File: src/rtl/instr_seq_ctrl.sv
// Multi-cycle instruction sequencer: FETCH/DECODE/EXEC/MEM/WB/BRANCH walk, run/halt, retire count.
// Optional single-step input is enabled by defining SINGLE_STEP_EN.
module instr_seq_ctrl #(
    parameter int unsigned ROM_LAT = 1,
    parameter int unsigned CNT_W   = 32
) (
    input  logic             clk,
    input  logic             rst_n,
    input  logic             run,
    input  logic             halt_req,
`ifdef SINGLE_STEP_EN
    input  logic             step,
`endif
    input  logic [31:0]      IR,
    input  logic             W_IR_valid,
    input  logic             mem_ready,
    output logic             write_pc,
    output logic             write_ir,
    output logic [1:0]       pc_s,
    output logic             rf_we,
    output logic             nzcv_we,
    output logic             mem_re,
    output logic             mem_we,
    output logic             halted,
    output logic [2:0]       state,
    output logic [CNT_W-1:0] instr_cnt
);

    typedef enum logic [2:0] {
        IDLE   = 3'd0,
        FETCH  = 3'd1,
        DECODE = 3'd2,
        EXEC   = 3'd3,
        MEM    = 3'd4,
        WB     = 3'd5,
        BRANCH = 3'd6,
        TRAP   = 3'd7
    } state_t;

    localparam int unsigned    LAT_W    = (ROM_LAT > 0) ? $clog2(ROM_LAT + 1) : 1;
    localparam logic [LAT_W-1:0] LAT_LOAD = LAT_W'(ROM_LAT);

    state_t             state_q, state_d;
    logic [LAT_W-1:0]   wait_q, wait_d;
    logic [CNT_W-1:0]   cnt_q, cnt_d;
    logic [1:0]         pc_sel_q, pc_sel_d;
    logic               is_ls_q, is_ls_d;
    logic               step_mode_q, step_mode_d;
    logic               retire;
    logic               enter_fetch;
    logic               is_bx;
    logic               unused_ir;

    assign is_bx     = (IR[27:4] == 24'h12FFF1);
    assign unused_ir = ^{IR[31:28], IR[3:0]};

    always_comb begin
        state_d     = state_q;
        wait_d      = wait_q;
        cnt_d       = cnt_q;
        pc_sel_d    = pc_sel_q;
        is_ls_d     = is_ls_q;
        step_mode_d = step_mode_q;
        retire      = 1'b0;
        enter_fetch = 1'b0;

        case (state_q)
            IDLE: begin
                if (run) begin
                    enter_fetch = 1'b1;
                    step_mode_d = 1'b0;
                end
`ifdef SINGLE_STEP_EN
                else if (step) begin
                    enter_fetch = 1'b1;
                    step_mode_d = 1'b1;
                end
`endif
            end
            FETCH: begin
                if (wait_q != '0) begin
                    wait_d = wait_q - LAT_W'(1);
                end else if (W_IR_valid) begin
                    state_d = DECODE;
                end else begin
                    // Condition-failed instruction is retired without executing.
                    retire      = 1'b1;
                    enter_fetch = 1'b1;
                end
            end
            DECODE: begin
                if (is_bx) begin
                    state_d  = BRANCH;
                    pc_sel_d = 2'b10;
                end else begin
                    case (IR[27:26])
                        2'b00: begin
                            state_d = EXEC;
                            is_ls_d = 1'b0;
                        end
                        2'b01: begin
                            state_d = EXEC;
                            is_ls_d = 1'b1;
                        end
                        2'b10: begin
                            state_d  = BRANCH;
                            pc_sel_d = 2'b01;
                        end
                        default: state_d = TRAP;
                    endcase
                end
            end
            EXEC: state_d = is_ls_q ? MEM : WB;
            MEM: begin
                if (mem_ready) begin
                    if (IR[20]) begin
                        state_d = WB;
                    end else begin
                        retire      = 1'b1;
                        enter_fetch = 1'b1;
                    end
                end
            end
            WB, BRANCH: begin
                retire      = 1'b1;
                enter_fetch = 1'b1;
            end
            default: state_d = TRAP;
        endcase

        if (retire) begin
            cnt_d = cnt_q + CNT_W'(1);
        end

        // Every instruction boundary is where halt and single-step take effect.
        if (enter_fetch) begin
            if (halt_req || (retire && step_mode_q)) begin
                state_d = IDLE;
            end else begin
                state_d = FETCH;
                wait_d  = LAT_LOAD;
            end
        end
    end

    always_ff @(posedge clk or negedge rst_n) begin
        if (!rst_n) begin
            state_q     <= IDLE;
            wait_q      <= '0;
            cnt_q       <= '0;
            pc_sel_q    <= 2'b00;
            is_ls_q     <= 1'b0;
            step_mode_q <= 1'b0;
        end else begin
            state_q     <= state_d;
            wait_q      <= wait_d;
            cnt_q       <= cnt_d;
            pc_sel_q    <= pc_sel_d;
            is_ls_q     <= is_ls_d;
            step_mode_q <= step_mode_d;
        end
    end

    // Strobes depend only on registered state plus the stable IR from fetch.
    always_comb begin
        write_pc = 1'b0;
        write_ir = 1'b0;
        pc_s     = 2'b00;
        rf_we    = 1'b0;
        nzcv_we  = 1'b0;
        mem_re   = 1'b0;
        mem_we   = 1'b0;
        case (state_q)
            FETCH: begin
                if (wait_q == '0) begin
                    write_pc = 1'b1;
                    write_ir = 1'b1;
                end
            end
            EXEC: nzcv_we = ~is_ls_q & IR[20];
            MEM: begin
                mem_re = IR[20];
                mem_we = ~IR[20];
            end
            WB: rf_we = ~(~is_ls_q & (IR[24:23] == 2'b10) & IR[20]);
            BRANCH: begin
                write_pc = 1'b1;
                pc_s     = pc_sel_q;
                rf_we    = IR[24];
            end
            default: ;
        endcase
    end

    assign halted    = (state_q == IDLE) || (state_q == TRAP);
    assign state     = state_q;
    assign instr_cnt = cnt_q;

endmodule
File: config.mk
export PLATFORM = sky130hd
export DESIGN_NAME = instr_seq_ctrl
export DESIGN_NICKNAME = d
export VERILOG_FILES = /design/src/rtl/instr_seq_ctrl.sv
export SDC_FILE = /design/constraint.sdc
export NUM_CORES = 1
export LEC_CHECK = 0
export BUFFER_PORTS_ARGS = -buffer_cell sky130_fd_sc_hd__buf_2
export CORE_ASPECT_RATIO = 1.1
export CORE_UTILIZATION = 50
export DETAILED_ROUTE_END_ITERATION = 6
export PLACE_DENSITY_LB_ADDON = 0.3
export RECOVER_POWER = 50
export SLEW_MARGIN = 20
export SYNTH_ARGS = -nofsm -noshare
export SYNTH_HDL_FRONTEND = slang
export SYNTH_SLANG_ARGS = --single-unit
File: constraint.sdc
create_clock -name clk -period 3.6 [get_ports clk]
set_input_delay 0.18 -clock clk [delete_from_list [all_inputs] [get_ports clk]]
set_output_delay 0.18 -clock clk [all_outputs]
set_load 0.01 [all_outputs]
* Word level (Yosys, flattened, before mapping)
Index checks and enable logic that the tools add are counted.
** Storage, ports and cells
- Register bits :: 39
- Bits in latches :: 0
- Bits in writable memories :: 0
- ROM bits :: 0
- Input bits :: 38
- Output and inout port bits :: 44
- Word-level logic and storage cells :: 73
- Memories kept :: 0
** Cells by class
- Add/subtract/negate cells :: 2
- $mul :: 0
- Divide/modulo/power cells :: 0
- $lt $le $gt $ge :: 0
- Equal/unequal tests :: 16
- Shift-type cells :: 0
- Mux-type cells :: 32
- Bitwise logic cells :: 7
- Reductions and logical operators :: 11
** Operator list (count)
- adder 32 x 1 -> 32 bit, second input constant :: 1
- equality test 24 x 21 -> 1 bit, second input constant :: 1
- two-way mux 3 bit :: 6
- two-way mux 1 bit :: 16
- case mux 3 bit (5 select lines) :: 1
- equality test 3 bit, second input constant :: 4
- inequality test 3 bit, second input constant :: 4
- equality test 3 x 2 -> 1 bit, second input constant :: 2
- two-way mux 2 bit :: 3
- case mux 1 bit (2 select lines) :: 3
- case mux 3 bit (2 select lines) :: 1
- AND reduction 5 bit :: 1
- equality test 2 bit, second input constant :: 2
- NOT 1 bit :: 4
- case mux 1 bit (4 select lines) :: 1
- nonzero test 2 bit :: 2
- OR reduction 2 bit :: 2
- bitwise AND 1 bit :: 3
- equality test 3 x 1 -> 1 bit, second input constant :: 1
- logical NOT 3 bit :: 1
- case mux 1 bit (3 select lines) :: 1
- AND reduction 3 bit :: 1
- OR reduction 3 bit :: 1
- equality test 2 x 1 -> 1 bit, second input constant :: 1
- other kinds (5) :: 5

* Longest topological paths before layout
Gate-level depths: netlist of run 1.
- Depth in word-level cells :: 6
- Gate-level depth with buffers :: 6
- Mapped depth without buffers :: 5

* Worst setup path after synthesis of run 1
OpenSTA, ideal clock, no wires.
- Path kind :: register -> register
- From :: reg cnt_q[7] (netlist: instr_cnt[7])
- To :: reg cnt_q[20] (netlist: instr_cnt[20])
- Setup time :: 0.125 ns
- Data arrival time :: 1.508 ns
- Data required time :: 3.475 ns
- Setup slack :: 1.967 ns
- Cell stages (with the launch flop) :: 7
- Buffers on the path :: 1
- Period minus slack after synthesis :: 1.633 ns
- Cell sequence :: dfrtp_1 -> and4_4 -> and4_1 -> buf_4 -> and4bb_4 -> nand4_1 -> xnor2_1
** On the way
- Cells in the longest elaborated chain, start to end :: 1
** Ends and longest elaborated chain
- start, declared :: RTL line 45 : logic [CNT_W-1:0] cnt_q, cnt_d;
- start signal, assigned :: RTL line 157 : cnt_q <= cnt_d;
- adder 32 x 1 -> 32 bit :: RTL line 132 : cnt_d = cnt_q + CNT_W'(1);
No other way between the ends.
A chain may end at the register's enable or synchronous reset.

* Final worst setup path of run 1
- From :: reg state_q[0] (netlist: state[0])
- To :: reg cnt_q[10] (netlist: instr_cnt[10])
** On the way
- Cells in the longest elaborated chain, start to end :: 3
- Elaborated cells on any way between the ends :: 6
- Classes of those cells :: eq/ne (4); mux (1); reduce/logical (1)
** Ends and longest elaborated chain
- start, declared :: RTL line 43 : state_t state_q, state_d;
- start signal, assigned :: RTL line 155 : state_q <= state_d;
- equality test 3 bit :: RTL line 67 : case (state_q)
- OR reduction 2 bit :: RTL line 67
- case mux 1 bit (3 select lines) (*) :: RTL line 67
Every way passes the cells marked *; elsewhere a longest branch is shown, timed or not.

==> flow_summary.toml, run 1 <==
[finish]
multiInputGateArea_um2 = 1020
filler_cell_count = 357
synth_to_layout_area_growth_pct = 24.6
final_core_utilization_pct = 67.3
sequential_cell_area_um2 = 976
antenna_cells = 0
share_of_final_layout_standard_cells_stronger_than_drive_strength_1_pct = 27.3
final_net_count = 309

[synthesis]
most_instantiated_flip_flop_cell_in_the_synthesis_netlist = "sky130_fd_sc_hd__dfrtp_1"
synth_edf_count = 0
yosys_warnings = 0
synth_nets = 233
synth_cell_type_count = 46
synth_cells = 194
synthesis.area_um2 = 2020
seq_area_frac_synth_pct = 48.3
synth_area_per_cell_um2 = 10.4
ffs_latches_synth = 39
async_reset_ff_share_pct = 100

[drt]
vias_after_detailed_routing = 1692
wire_per_inst_um = 12.7
wl_mm = 4.09
route.detailed.drc = 0
routed_via_density = 5.27
drtIter0Drc = 94
drt_pre_antenna_iters = 4
ant_nets = 0

[die]
boundaryPins = 82
die_w_um = 62.6
die_h_um = 68.7
start_util_pct = 54.0
rows = 23
core_area_um2 = 3740
floorplan.die_area_um2 = 4300

[timing]
worstMarginPinSlew_ns = 2.02
report.final.setup_viol = 0
fin_setup_tns_ns = 0
grt_setup_unrepaired = "false"
timing.final.hold_violations = 0
timing.final.max_slew_violations = 40
max_slew_margin_pct = -34.6
finalWorstSetupSlack_ns = 1.49
timing.clock.skew_ns = 0.0130
final_period_minus_worst_setup_slack_ns = 2.11
min_period_over_period_pct = 58.7
clock.fmax_ghz = 0.473

[global_routing]
grt_pass1_vias = 1484
initial_antenna_violation_count = 0
grt_use_total_pct = 20.3
grt_start_max_net_pins = 40
grt_first_pass_wirelength_mm = 6.58
globalRoute.totalOverflow = 0

[hold_path]
hp-start = "halt_req"
min-delay-path-class = "in -> reg"
holdPathStages = 2

[setup_path]
cpPeakStageDelay_ns = 0.58
worst_ep_arrival_time_ns = 2.29
critical_path.endpoint_type = "register"
critical_path_peak_fanout = 14
worstPathRequired_ns = 3.77
timing_worst_setup_path_type = "reg -> reg"
timing.critical_path.slowest_stage_cell = "sky130_fd_sc_hd__nor3_1"
cp-startpoint = "state[0]"
timing.reg2reg.worst_path_depth = 5
critical_path.reg2reg.endpoint = "instr_cnt[10]"
crit_path_start_kind = "register"
cp_cell_sequence = "nor3b_2 > o21ai_0 > nor3_1 > nand4_1 > xnor2_1"
reg2reg_slack_ns = 1.49
endpoint = "instr_cnt[10]"
timing.rr.start = "state[0]"

[clocking]
cts_buffers = 5
clk_pin_slew_worst_paths_ns = 0.07
tritoncts = "built"
ctsRootBufferMaster = "sky130_fd_sc_hd__clkbuf_8"
cts.sinks = 39
post_cts_resize_count = 0
clk_path_buf_depth = 2
cts.htree.levels = 2
cts_post_setup_buffers_inserted = 0
cts_hold_buf = 0
worst_skew_late_latency_ns = 0.30

[power_and_ir_drop]
total_leakage_power_nw = 1.23
fin_total_pwr_mw = 1.32
power_density_nw_per_um2 = 525
ir_worst_vdd_v = 0.000348

[status]
failing_checks = "max-capacitance violations, max-slew violations"
status = "complete, but fails checks"

[placed_design]
placement.setup.worst_slack_ns = 1.49
detailed_place_hpwl_mm = 3.00
routabilityCongestion = 0.758
number_of_buffers_added_on_ports = 73

[flow_run]
drv_cap = 1
[worst max-delay path: cells and delay by family, from the launching register on]
kind	cells	cell delay [ns]
DFF	1	0.57
and+or+nand+nor	3	1.09
AOI/OAI and AO/OA	1	0.19
xor gates and xnor gates	1	0.15
[final cells by class]
class | count | area share, %
well taps | 50 | 2.49
clock inverters | 2 | 1.39
multi-input cells | 149 | 40.4
repair buffers | 73 | 13.4
clock buffers | 6 | 3.28
flip-flops and latches | 39 | 38.8
inverters | 2 | 0.298
[registers in the layout, indices dropped and copies added (netlist names)]
| register | count |
|---|---|
| wait_q | 1 |
| is_ls_q | 1 |
| pc_sel_q | 2 |
| instr_cnt | 32 |
| state | 3 |
[stage by stage]
step / hold WS [ns] / instance area [um^2] / instances
after detailed placement: 0.336 / 2430 / 313
after global routing: 0.115 / 2520 / 321
after CTS: 0.0122 / 2540 / 321
after floorplan: -0.116 / 2020 / 194
final: 0.112 / 2520 / 321
after global placement: 0.330 / 2430 / 313
[cell usage in the layout (no fill, tap or decap), types with 3 or more instances in the layout]
master / instances
sky130_fd_sc_hd__and3_1: 7
sky130_fd_sc_hd__buf_2: 50
sky130_fd_sc_hd__clkbuf_1: 23
sky130_fd_sc_hd__clkbuf_8: 6
sky130_fd_sc_hd__dfrtp_1: 39
sky130_fd_sc_hd__nand2_1: 18
sky130_fd_sc_hd__nand2b_1: 5
sky130_fd_sc_hd__nand3_1: 8
sky130_fd_sc_hd__nand4_1: 12
sky130_fd_sc_hd__nor2_1: 16
sky130_fd_sc_hd__nor2b_1: 4
sky130_fd_sc_hd__nor3_1: 3
sky130_fd_sc_hd__nor4bb_1: 3
sky130_fd_sc_hd__o21ai_0: 8
sky130_fd_sc_hd__xnor2_1: 23
sky130_fd_sc_hd__xor2_1: 8
[synth_stat cells, types with 2 or more instances]
| master | count | share of area (%) |
|---|---|---|
| sky130_fd_sc_hd__nor2b_1 | 4 | 1.2 |
| sky130_fd_sc_hd__inv_1 | 2 | 0.37 |
| sky130_fd_sc_hd__xor2_1 | 8 | 3.5 |
| sky130_fd_sc_hd__o211ai_1 | 2 | 0.74 |
| sky130_fd_sc_hd__nor2_1 | 16 | 3.0 |
| sky130_fd_sc_hd__nand3_1 | 8 | 2.0 |
| sky130_fd_sc_hd__xnor2_1 | 23 | 10 |
| sky130_fd_sc_hd__nand4b_1 | 2 | 0.87 |
| sky130_fd_sc_hd__mux2_2 | 2 | 1.1 |
| sky130_fd_sc_hd__a21o_1 | 2 | 0.74 |
| sky130_fd_sc_hd__nand4_1 | 12 | 3.7 |
| sky130_fd_sc_hd__and3_1 | 7 | 2.2 |
| sky130_fd_sc_hd__dfrtp_1 | 39 | 48 |
| sky130_fd_sc_hd__and3_2 | 2 | 0.74 |
| sky130_fd_sc_hd__nand2_1 | 18 | 3.3 |
| sky130_fd_sc_hd__nand2b_1 | 5 | 1.5 |
| sky130_fd_sc_hd__o21ai_0 | 8 | 2.0 |
| sky130_fd_sc_hd__nor4bb_1 | 3 | 1.5 |
| sky130_fd_sc_hd__nor3_1 | 3 | 0.74 |
| sky130_fd_sc_hd__clkbuf_1 | 2 | 0.37 |
[power by group]
group	internal [mW]	switching, mW
combinational	0.175	0.182
sequential	0.492	0.0967
clock	0.224	0.151
total	0.892	0.430
[routing by layer]
metal	GRT usage, %	vias up	routed length, um
met3	5.10	6	213
met4	6.98	0	51
met5	0	-	0
met1	25.4	796	1860
met2	34.5	50	1960
li1	-	840	-
[worst min path at each step]
stage	end	slack (ns)
4_1_cts	instr_cnt[26]	0.01
6_report	wait_q	0.11
3_5_place_dp	instr_cnt[27]	0.34
3_3_place_gp	instr_cnt[29]	0.33
5_1_grt	wait_q	0.11
2_1_floorplan	instr_cnt[0]	-0.12
[cell families (layout without fill, tap and decap cells)]
group           count (synthesis)  count (layout)  synth area share, %
compound gates                 19              19                 7.06
simple gates                   96              96                 28.1
flops                          39              39                 48.3
xor+xnor                       31              31                 13.4
mux                             2               2                 1.12
fa+ha+maj                       1               1                0.619
buf+inv                         6              83                 1.36
Note: power is estimated with default switching activity, not from simulation.
==> run 2: changes to the inputs <==
--- a/config.mk
+++ b/config.mk
@@ -7,7 +7,7 @@
 export LEC_CHECK = 0
 export BUFFER_PORTS_ARGS = -buffer_cell sky130_fd_sc_hd__buf_2
 export CORE_ASPECT_RATIO = 1.1
-export CORE_UTILIZATION = 50
+export CORE_UTILIZATION = 48
 export DETAILED_ROUTE_END_ITERATION = 6
 export PLACE_DENSITY_LB_ADDON = 0.3
 export RECOVER_POWER = 50
==> constraint.sdc (replaced) <==
create_clock -name clk -period 2.15 [get_ports clk]
set_input_delay 0.1075 -clock clk [delete_from_list [all_inputs] [get_ports clk]]
set_output_delay 0.1075 -clock clk [all_outputs]
set_load 0.01 [all_outputs]
==> run 2 against run 1 <==
Compared with the run above: the run now ends clean; cell area about the same; cell count is 2.5% higher; routed wire length rose by 4.1%; total power increased by 58%; global-route usage grew 0.082 points; worst setup slack worse by 1.2 ns; die area up 4.0%; register-to-register slack worse by 1.2 ns; first-iteration DRC count is 24% lower; non-clock buffer count rose by 6; sequential share of layout area about the same; critical path type is now reg -> out; largest cell class unchanged.
==> flow_summary.toml, run 2 (same netlist as run 1, synthesis figures left out) <==
[placed_design]
number_of_buffers_added_on_ports = 73
placement.setup.worst_slack_ns = 0.367
routabilityCongestion = 0.767
detailed_place_hpwl_mm = 3.14

[drt]
wl_mm = 4.25
vias_after_detailed_routing = 1721
ant_nets = 0
wire_per_inst_um = 12.9
routed_via_density = 5.23
drtIter0Drc = 71
drt_pre_antenna_iters = 4
route.detailed.drc = 0

[setup_path]
timing.critical_path.mode_cell = "sky130_fd_sc_hd__nor2b_1"
crit_path_start_kind = "register"
reg2reg_slack_ns = 0.33
cp_cell_sequence = "clkbuf_1 > nor2b_1 > buf_4 > a22oi_1 > nor2b_1 > buf_2"
cpPeakStageDelay_ns = 0.42
critical_path.endpoint_type = "output port"
worst_ep_arrival_time_ns = 1.80
timing.critical_path.slowest_stage_cell = "sky130_fd_sc_hd__clkbuf_1"
critical_path_peak_fanout = 14
worstPathRequired_ns = 2.04
timing_worst_setup_path_type = "reg -> out"

[clocking]
cts.htree.levels = 2
tritoncts = "built"
clk_pin_slew_worst_paths_ns = 0.07
ctsRootBufferMaster = "sky130_fd_sc_hd__clkbuf_8"
cts.sinks = 39
cts_buffers = 5
cts_post_setup_buffers_inserted = 0
worst_skew_late_latency_ns = 0.29
clk_path_buf_depth = 2

[timing]
report.final.setup_viol = 0
clock.fmax_ghz = 0.525
min_period_over_period_pct = 88.5
fin_setup_tns_ns = 0
finalWorstSetupSlack_ns = 0.246
timing.clock.skew_ns = 0.00270
grt_setup_unrepaired = "false"
timing.final.hold_violations = 0
timing.final.max_slew_violations = 0
worstMarginPinSlew_ns = 0.947
final_period_minus_worst_setup_slack_ns = 1.90
max_slew_margin_pct = 36.9

[global_routing]
initial_antenna_violation_count = 0
grt_use_total_pct = 20.3
grt_start_max_net_pins = 40
grt_first_pass_wirelength_mm = 7.17
grt_pass1_vias = 1631
globalRoute.totalOverflow = 0

[finish]
synth_to_layout_area_growth_pct = 24.5
largest_reg_flops = 32
mostFrequentLayoutCells = "40 x sky130_fd_sc_hd__buf_2, 39 x sky130_fd_sc_hd__dfrtp_1, 35 x sky130_fd_sc_hd__clkbuf_1"
filler_cell_count = 379
antenna_cells = 0
share_of_final_layout_standard_cells_stronger_than_drive_strength_1_pct = 24.2
final_net_count = 315
final_common_cell = "sky130_fd_sc_hd__buf_2"

[die]
die_h_um = 70.0
die_w_um = 63.8
core_area_um2 = 3990
start_util_pct = 50.6
rows = 24
floorplan.die_area_um2 = 4470
boundaryPins = 82

[power_and_ir_drop]
power_density_nw_per_um2 = 828
total_leakage_power_nw = 1.19
ir_worst_vdd_v = 0.000685
fin_total_pwr_mw = 2.08

[hold_path]
min-delay-path-class = "in -> reg"

[flow_run]
drv_cap = 0

[status]
status = "finished, final reports clean"
run 2: cell count changes in the layout (fill, tap and decap cells not counted), sizes merged:
cell,delta
dlygate4sd3,+1
clkbuf,+12
bufinv,-1
buf,-6
run 2: final timing paths:
check                         startpoint       endpoint  cells past startpoint
max                             state[1]          rf_we                      6
min                             halt_req         wait_q                      2
max reg2reg                     state[1]       state[0]                      6
min reg2reg                instr_cnt[31]  instr_cnt[31]                      1
max in group asynchronous          rst_n   instr_cnt[9]                      2
min in group asynchronous          rst_n  instr_cnt[16]                      2
run 2: final cells by class:
| type | count | area [um^2] | share of cell area [%] |
|---|---|---|---|
| multi-input cells | 149 | 1020 | 40.4 |
| flip-flops and latches | 39 | 976 | 38.8 |
| repair buffers | 79 | 369 | 14.7 |
| clock buffers | 7 | 76.3 | 3.03 |
| well taps | 52 | 65.1 | 2.59 |
| inverters | 2 | 7.51 | 0.299 |
| clock inverters | 1 | 5.00 | 0.199 |
run 2: timing repair:
action | in CTS | in global routing
resized for setup | 0 | 0
endpoints found under the hold margin | 39 | 0
setup endpoints to repair | 0 | 0
hold buffers | 1 | 0
run 2: stage by stage:
step / util (%) / hold slack [ns] / area (um^2) / std cells
finish: 63.0 / 0.0193 / 2510 / 329
global route: 63.0 / 0.0385 / 2510 / 329
CTS: 64.1 / 0.0103 / 2560 / 329
detailed placement: 61.8 / 0.270 / 2470 / 320
global placement: 61.8 / 0.260 / 2470 / 320
floorplan: - / -0.188 / 2020 / 194
run 2: layer usage:
metal  routed length (um)  up-vias  GRT usage (%)
li1                     -      850              -
met1                 1910      821           26.6
met2                 2100       43           33.2
met3                  200        7           5.23
met4                   42        0           5.30
met5                    0        -              0
run 2: report_power, final:
group | switching, mW | internal [mW]
Clock | 0.242 | 0.228
Combinational | 0.346 | 0.316
Sequential | 0.125 | 0.825
run 2: worst max-delay path, delay by kind of cell (launching register included):
family	cells	cell delay (ns)
and+or+nand+nor	2	0.34
buffers and inverters	3	0.72
AOI/OAI and AO/OA	1	0.08
DFF	1	0.36
==> run 3: changes to the inputs <==
--- a/config.mk
+++ b/config.mk
@@ -7,7 +7,7 @@
 export LEC_CHECK = 0
 export BUFFER_PORTS_ARGS = -buffer_cell sky130_fd_sc_hd__buf_2
 export CORE_ASPECT_RATIO = 1.1
-export CORE_UTILIZATION = 48
+export CORE_UTILIZATION = 30
 export DETAILED_ROUTE_END_ITERATION = 6
 export PLACE_DENSITY_LB_ADDON = 0.3
 export RECOVER_POWER = 50
==> run 3 against run 2 <==
Compared with the run above: die area is 58% higher; worst setup slack better by 0.082 ns; clock power up 4%; non-clock buffer count did not move; global-route usage decreased by 6.3 points; critical path depth is the same; core utilization is 24 points lower; sequential power fell by 0.9%; highest routed layer unchanged.
==> flow_summary.toml, run 3 (same netlist as run 1, synthesis figures left out) <==
[drt]
route.detailed.drc = 0
drtIter0Drc = 45
routed_via_density = 4.79
wl_mm = 4.45
vias_after_detailed_routing = 1721
ant_nets = 0
wire_per_inst_um = 12.4
drt_pre_antenna_iters = 4

[finish]
mostFrequentLayoutCells = "40 x sky130_fd_sc_hd__buf_2, 39 x sky130_fd_sc_hd__dfrtp_1, 35 x sky130_fd_sc_hd__clkbuf_1"
final_net_count = 315
share_of_final_layout_standard_cells_stronger_than_drive_strength_1_pct = 24.2
final_common_cell = "sky130_fd_sc_hd__buf_2"
synth_to_layout_area_growth_pct = 26.4
antenna_cells = 0
largest_reg_flops = 32
final_core_utilization_pct = 38.9

[clocking]
worst_skew_late_latency_ns = 0.29
ctsRootBufferMaster = "sky130_fd_sc_hd__clkbuf_8"
clk_path_buf_depth = 2
tritoncts = "built"
cts.sinks = 39
clk_pin_slew_worst_paths_ns = 0.08
post_cts_resize_count = 0
cts.htree.levels = 2
cts_buffers = 5

[die]
floorplan.die_area_um2 = 7060
start_util_pct = 30.8
die_w_um = 80.2
rows = 31
core_area_um2 = 6560
die_h_um = 88.1
boundaryPins = 82

[timing]
min_period_over_period_pct = 84.7
report.final.setup_viol = 0
fin_setup_tns_ns = 0
timing.final.hold_violations = 0
max_slew_margin_pct = 33.3
timing.clock.skew_ns = 0.00774
fin_worst_hold_slack_ns = 0.0221
clock.fmax_ghz = 0.549
final_period_minus_worst_setup_slack_ns = 1.82
grt_setup_unrepaired = "false"
timing.final.max_slew_violations = 0
worstMarginPinSlew_ns = 1.00

[power_and_ir_drop]
total_leakage_power_nw = 1.19
ir_worst_vdd_v = 0.000428
power_density_nw_per_um2 = 822

[setup_path]
crit_path_start_kind = "register"
timing_worst_setup_path_type = "reg -> out"
reg2reg_slack_ns = 0.39
critical_path_peak_fanout = 11
critical_path.endpoint_type = "output port"
worstPathRequired_ns = 2.04
worst_ep_arrival_time_ns = 1.71

[global_routing]
grt_first_pass_wirelength_mm = 7.67
grt_start_max_net_pins = 40
globalRoute.totalOverflow = 0
grt_pass1_vias = 1614
initial_antenna_violation_count = 0
grt_use_total_pct = 14.1

[placed_design]
number_of_buffers_added_on_ports = 73
routabilityCongestion = 0.786
detailed_place_hpwl_mm = 3.24

[flow_run]
drv_cap = 0

[status]
status = "finished, final reports clean"

[hold_path]
min-delay-path-class = "in -> reg"
run 3: cell counts in the layout (fill, tap and decap cells not counted):
No cell type changed its count.
run 3: final timing paths:
check / start / to / cells past startpoint
setup / recovery: state[0] / rf_we / 6
hold / removal: halt_req / wait_q / 2
setup reg to reg: instr_cnt[7] / instr_cnt[20] / 5
hold reg to reg: instr_cnt[31] / instr_cnt[31] / 1
max in group asynchronous: rst_n / instr_cnt[24] / 2
min in group asynchronous: rst_n / instr_cnt[6] / 2
run 3: per-stage QoR:
stage	std cells	power, mW	cell area (um^2)	worst slack (ns)
2_1_floorplan	194	1.38	2020	0.517
4_1_cts	359	2.15	2600	0.367
5_1_grt	359	2.25	2550	0.149
3_3_place_gp	350	1.64	2500	0.388
3_5_place_dp	350	1.65	2500	0.386
6_report	359	2.10	2550	0.329
run 3: power breakdown:
part / total (mW) / switching [mW] / internal (mW)
clock: 0.487 / 0.259 / 0.228
combinational: 0.670 / 0.359 / 0.311
sequential: 0.941 / 0.117 / 0.825
total: 2.10 / 0.735 / 1.36
run 3: critical path: stages (launching register included):
cell,delay [ns]
sky130_fd_sc_hd__dfrtp_1,0.37
sky130_fd_sc_hd__clkbuf_1,0.38
sky130_fd_sc_hd__nor2b_1,0.11
sky130_fd_sc_hd__buf_4,0.18
sky130_fd_sc_hd__a22oi_1,0.18
sky130_fd_sc_hd__nor2b_1,0.07
sky130_fd_sc_hd__buf_2,0.14
run 3: timing repair:
action	in CTS	in global routing
hold buffers	1	0
setup buffers	0	0
endpoints found under the hold margin	39	0
run 3: routing by layer:
layer	global-route usage (%)	wire (um)	up-vias
met1	18.3	2080	800
met5	0	0	-
met3	2.71	246	5
li1	-	-	854
met2	23.2	2060	62
met4	5.36	76	0
run 3: final cells by class:
type	instances	area, um^2
Fill cell	672	4000
Multi-Input combinational cell	149	1020
Sequential cell	39	976
Timing Repair Buffer	79	369
Tap cell	82	103
Clock buffer	7	76.3
Inverter	2	7.51
Clock inverter	1	5.00
